File: config.mk
export PLATFORM = sky130hd
export DESIGN_NAME = dmem_arbiter
export DESIGN_NICKNAME = d
export VERILOG_FILES = /design/src/rtl/dmem_arbiter.sv
export SDC_FILE = /design/constraint.sdc
export NUM_CORES = 1
export LEC_CHECK = 0
export CAP_MARGIN = 5
export CORE_AREA = 3 3 119 121
export DETAILED_ROUTE_END_ITERATION = 10
export DIE_AREA = 0 0 122 124
export PLACE_DENSITY = 0.66
export SETUP_SLACK_MARGIN = 0.5
export SYNTH_ARGS = -nofsm -noshare
export SYNTH_HDL_FRONTEND = slang
export SYNTH_SLANG_ARGS = --single-unit
File: constraint.sdc
create_clock -name i_clock -period 3.3 [get_ports i_clock]
set_input_delay 0.33 -clock i_clock [delete_from_list [all_inputs] [get_ports i_clock]]
set_output_delay 0.33 -clock i_clock [all_outputs]
set_load 0.02 [all_outputs]
File: src/rtl/dmem_arbiter.sv
// Shares the single data-memory port between the CPU memory stage and one device master.
// One access per IDLE -> ACC -> RESP pass; a CPU-grant counter bounds device starvation.
module dmem_arbiter #(
    parameter int STARVE_LIMIT = 4,
    parameter int CW           = 3
) (
    input  logic        i_clock,
    input  logic        i_reset,
    input  logic        i_cpu_req,
    input  logic        i_cpu_we,
    input  logic [31:0] i_cpu_addr,
    input  logic [31:0] i_cpu_wdata,
    input  logic [2:0]  i_cpu_op,
    output logic        o_cpu_ack,
    output logic [31:0] o_cpu_rdata,
    output logic        o_cpu_stall,
    input  logic        i_dev_req,
    input  logic        i_dev_we,
    input  logic [31:0] i_dev_addr,
    input  logic [31:0] i_dev_wdata,
    input  logic [2:0]  i_dev_op,
    output logic        o_dev_ack,
    output logic [31:0] o_dev_rdata,
    output logic [31:0] o_dmemaddr,
    output logic [31:0] o_dmemdatain,
    output logic [2:0]  o_dmemop,
    output logic        o_dmemwe,
    output logic        o_dmemrdclk,
    output logic        o_dmemwrclk,
    input  logic [31:0] i_dmemdataout
);
    // state  | meaning
    // IDLE   | arbitrate between pending requests
    // ACC    | dmem port driven from the granted master, write commits on negedge
    // RESP   | granted master acked, read data forwarded from dmem
    localparam logic [1:0] S_IDLE = 2'd0;
    localparam logic [1:0] S_ACC  = 2'd1;
    localparam logic [1:0] S_RESP = 2'd2;

    localparam logic G_CPU = 1'b0;
    localparam logic G_DEV = 1'b1;

    localparam logic [CW-1:0] LIMIT = CW'(STARVE_LIMIT);

    logic [1:0]    r_state;
    logic          r_gnt;
    logic [CW-1:0] r_starve_cnt;
    logic          r_we;

    logic          w_pick_dev;
    logic          w_sel_we;
    logic [31:0]   w_sel_addr;
    logic [31:0]   w_sel_wdata;
    logic [2:0]    w_sel_op;
    logic          w_in_acc;
    logic          w_in_resp;

    assign w_pick_dev  = i_dev_req & (~i_cpu_req | (r_starve_cnt == LIMIT));
    assign w_sel_we    = (r_gnt == G_DEV) ? i_dev_we    : i_cpu_we;
    assign w_sel_addr  = (r_gnt == G_DEV) ? i_dev_addr  : i_cpu_addr;
    assign w_sel_wdata = (r_gnt == G_DEV) ? i_dev_wdata : i_cpu_wdata;
    assign w_sel_op    = (r_gnt == G_DEV) ? i_dev_op    : i_cpu_op;
    assign w_in_acc    = (r_state == S_ACC);
    assign w_in_resp   = (r_state == S_RESP);

    always_ff @(posedge i_clock or posedge i_reset) begin
        if (i_reset) begin
            r_state      <= S_IDLE;
            r_gnt        <= G_CPU;
            r_starve_cnt <= '0;
            r_we         <= 1'b0;
        end else begin
            case (r_state)
                S_IDLE: begin
                    if (i_cpu_req | i_dev_req) begin
                        r_gnt   <= w_pick_dev;
                        r_state <= S_ACC;
                        // only a CPU win over a waiting device counts toward starvation
                        if (!w_pick_dev && i_dev_req)
                            r_starve_cnt <= (r_starve_cnt == LIMIT) ? r_starve_cnt
                                                                    : r_starve_cnt + 1'b1;
                        else
                            r_starve_cnt <= '0;
                    end
                end
                S_ACC: begin
                    r_we    <= w_sel_we;
                    r_state <= S_RESP;
                end
                S_RESP:  r_state <= S_IDLE;
                default: r_state <= S_IDLE;
            endcase
        end
    end

    always_comb begin
        o_dmemaddr   = 32'd0;
        o_dmemdatain = 32'd0;
        o_dmemop     = 3'd0;
        o_dmemwe     = 1'b0;
        if (w_in_acc) begin
            o_dmemaddr   = w_sel_addr;
            o_dmemdatain = w_sel_wdata;
            o_dmemop     = w_sel_op;
            o_dmemwe     = w_sel_we;
        end
    end

    assign o_cpu_ack   = w_in_resp & (r_gnt == G_CPU);
    assign o_dev_ack   = w_in_resp & (r_gnt == G_DEV);
    assign o_cpu_rdata = (o_cpu_ack && !r_we) ? i_dmemdataout : 32'd0;
    assign o_dev_rdata = (o_dev_ack && !r_we) ? i_dmemdataout : 32'd0;
    assign o_cpu_stall = i_cpu_req & ~o_cpu_ack;

    assign o_dmemrdclk = i_clock;
    assign o_dmemwrclk = ~i_clock;

endmodule

==> out/results.txt <==
crit path kind -> clock port to output pin
DP Cell Count -> 723
Final ANT Viol Nets -> 0
Mapped Cells -> 259
CP bufs+invs -> 3
delay-heaviest family, CP -> buffers and inverters
hpwl dp -> 8.94 mm
fillcell total -> 1,331
cell chain of the critical path -> clkbuf_16 -> clkbuf_16 -> clkdlybuf4s50_1
run status -> finished clean
Final Instance Count excl. Fillers -> 730
Worst-path clk slew -> 0.04 ns
Req. time, crit path -> 2.97 ns
Post-route DRC -> 0
synth unique cells -> 25
first-pass GRT wire length -> 14.7 mm
synthesized area -> 1860 um2
FP Rows -> 42
Max FO, Critical Path -> 2
final instance area -> 5220 um2
Final Util -> 0.395
max-cap violation count -> 0
Final #Nets -> 729
VDD IR max -> 0.000401 V
WL/cell -> 14.3 um
synth-to-layout area growth -> 180%
Mapped Avg Cell Area -> 7.18 um2
critical path's slowest cell -> clkdlybuf4s50_1
final hold slack -> 0.232 ns
DRT Wirelength -> 10.4 mm
worst skew pair latency -> 0.34 ns
power density over the cells -> 621 nW/um2
IO Pins -> 309
leakage power -> 2.11 nW
Placeable Area -> 13,200 um2
1st-pass router iterations -> 4
Startpoint Class -> clock port
Placed Area -> 5060 um2
Yosys reg bits -> 7
crit end category -> output pin
initial antenna violation count -> 0
final hold violation count -> 0
Die X -> 122 um
critical path's most frequent cell -> clkbuf_16
Die H -> 124 um
register area share after synthesis -> 0.0941
Crit path arrival time -> 2.44 ns
DR iter-0 viols -> 76
die area -> 15,100 um2
via/cell ratio -> 3.97
diode count -> 0
Ys Warns -> 0
RSZ-0062 raised after global routing -> false
max_slew headroom -> 0.696
DR vias -> 2,901
Mapped Nets -> 433
Starting Density -> 0.141
Slew Viols, Final -> 0
CP peak stage delay -> 0.53 ns
largest net degree at the start of global routing -> 65
GPL Wtd Cong -> 0.717
final setup fails -> 0
sum of negative setup slack -> 0 ns
TritonCTS clock tree -> built
layout cells sized above 1 -> 0.0235
GRT overflow -> 0
Worst Skew -> 0.00156 ns
GR Util All Layers -> 0.123
Slew @ Worst Pin -> 0.457 ns
Min-Delay Path Class -> input port to asynchronous set/reset pin
IO buf count -> 308
vias in the first global route -> 2,934
==> worst reg2reg max path, stage by stage, from the launching register on <==
cell and delay (ns):
dfrtp_4 0.51, buf_12 0.39, mux2i_1 0.30, nor2_1 0.08, a21o_1 0.16
==> per-layer routing <==
metal / routed length (um) / vias up / GRT usage / part of all wire
li1: - / 1439 / - / -
met4: 75 / 0 / 0.0301 / 0.0072
met1: 3660 / 1279 / 0.126 / 0.35
met3: 1080 / 8 / 0.0386 / 0.10
met5: 0 / - / 0 / 0
met2: 5620 / 175 / 0.240 / 0.54
==> per-stage QoR <==
step	total power [mW]	worst slack (ns)
6_report	3.24	0.535
5_1_grt	3.45	0.512
4_1_cts	3.29	0.526
3_5_place_dp	2.88	0.711
3_3_place_gp	2.86	0.711
2_1_floorplan	1.72	1.19
==> cell type report <==
| type | count | area [um2] | area share |
|---|---|---|---|
| clock buffers | 9 | 173 | 0.0331 |
| multi-input cells | 222 | 1510 | 0.289 |
| repair buffers | 309 | 3110 | 0.596 |
| well taps | 176 | 220 | 0.0422 |
| inverters | 6 | 22.5 | 0.00432 |
| flip-flops and latches | 7 | 179 | 0.0343 |
| clock inverters | 1 | 3.75 | 0.000720 |
==> cell usage after synthesis <==
| cell type | number | share of area |
|---|---|---|
| a21o_1 | 1 | 0.0040 |
| a21oi_1 | 1 | 0.0027 |
| a31oi_1 | 2 | 0.0067 |
| and2_1 | 64 | 0.22 |
| and2b_1 | 1 | 0.0040 |
| and2b_4 | 1 | 0.0054 |
| and3b_1 | 1 | 0.0047 |
| buf_2 | 7 | 0.019 |
| buf_4 | 6 | 0.024 |
| buf_6 | 5 | 0.030 |
| clkbuf_1 | 5 | 0.010 |
| dfrtp_1 | 7 | 0.094 |
| ha_1 | 2 | 0.013 |
| inv_1 | 7 | 0.014 |
| mux2i_1 | 69 | 0.37 |
| nand2_1 | 2 | 0.0040 |
| nand2b_1 | 1 | 0.0034 |
| nand3_1 | 1 | 0.0027 |
| nand4_1 | 1 | 0.0034 |
| nor2_1 | 69 | 0.14 |
| nor2b_1 | 1 | 0.0034 |
| nor3b_1 | 1 | 0.0040 |
| nor3b_4 | 1 | 0.010 |
| o21a_1 | 1 | 0.0040 |
| o22ai_1 | 2 | 0.0067 |
==> logic make-up (layout without fill, tap and decap cells) <==
group,count (synthesis),in the layout,synth area share
adders and majority gates,2,2,0.0134
muxes,69,69,0.371
and+or+nand+nor,144,144,0.399
DFF,7,7,0.0942
AOI/OAI and AO/OA,7,7,0.0242
buffers and inverters,30,325,0.0975
==> flip-flops by register name, summed over array words and instances, names as in the netlist <==
register / flops
r_gnt: 1
r_we: 1
r_state: 2
r_starve_cnt: 3
==> power by group <==
| group | total (mW) | internal (mW) | switching (mW) |
|---|---|---|---|
| Sequential | 0.185 | 0.127 | 0.0575 |
| Combinational | 2.58 | 1.28 | 1.30 |
| Clock | 0.469 | 0.349 | 0.119 |
==> cells in the final DEF (no fill, tap or decap), drive strengths merged <==
cell	instances
inv	7
and2	64
nor3b	2
clkdlybuf4s50	307
a31oi	2
nand2	2
nor2b	1
nor2	69
nand3	1
and3b	1
nand2b	1
dfrtp	7
buf	3
clkbuf	7
ha	2
o21a	1
a21o	1
nand4	1
o22ai	2
a21oi	1
dlygate4sd2	1
and2b	2
mux2i	69
==> path summary, 6_finish.rpt <==
path	from	to	slack (ns)	cells past startpoint
worst min register to register	r_starve_cnt[0]$_DFFE_PP0P_	r_starve_cnt[0]$_DFFE_PP0P_	0.51	1
max in group asynchronous	i_reset	r_gnt$_DFFE_PP0P_	2.82	2
worst min-delay path	i_reset	r_starve_cnt[2]$_DFFE_PP0P_	0.23	2
min in group i_clock	r_starve_cnt[0]$_DFFE_PP0P_	r_starve_cnt[0]$_DFFE_PP0P_	0.51	1
worst max register to register	r_gnt$_DFFE_PP0P_	r_we$_DFFE_PP0N_	1.75	4
worst max-delay path	i_clock	o_dmemrdclk	0.53	3
==> repair_timing <==
item | in CTS | in global routing
buffers inserted | 0 | 0
resized for setup | 1 | 0
endpoints found under the setup margin | 1 | 0
hold buffers | 0 | 0
Power figures use the tool's default switching activity.
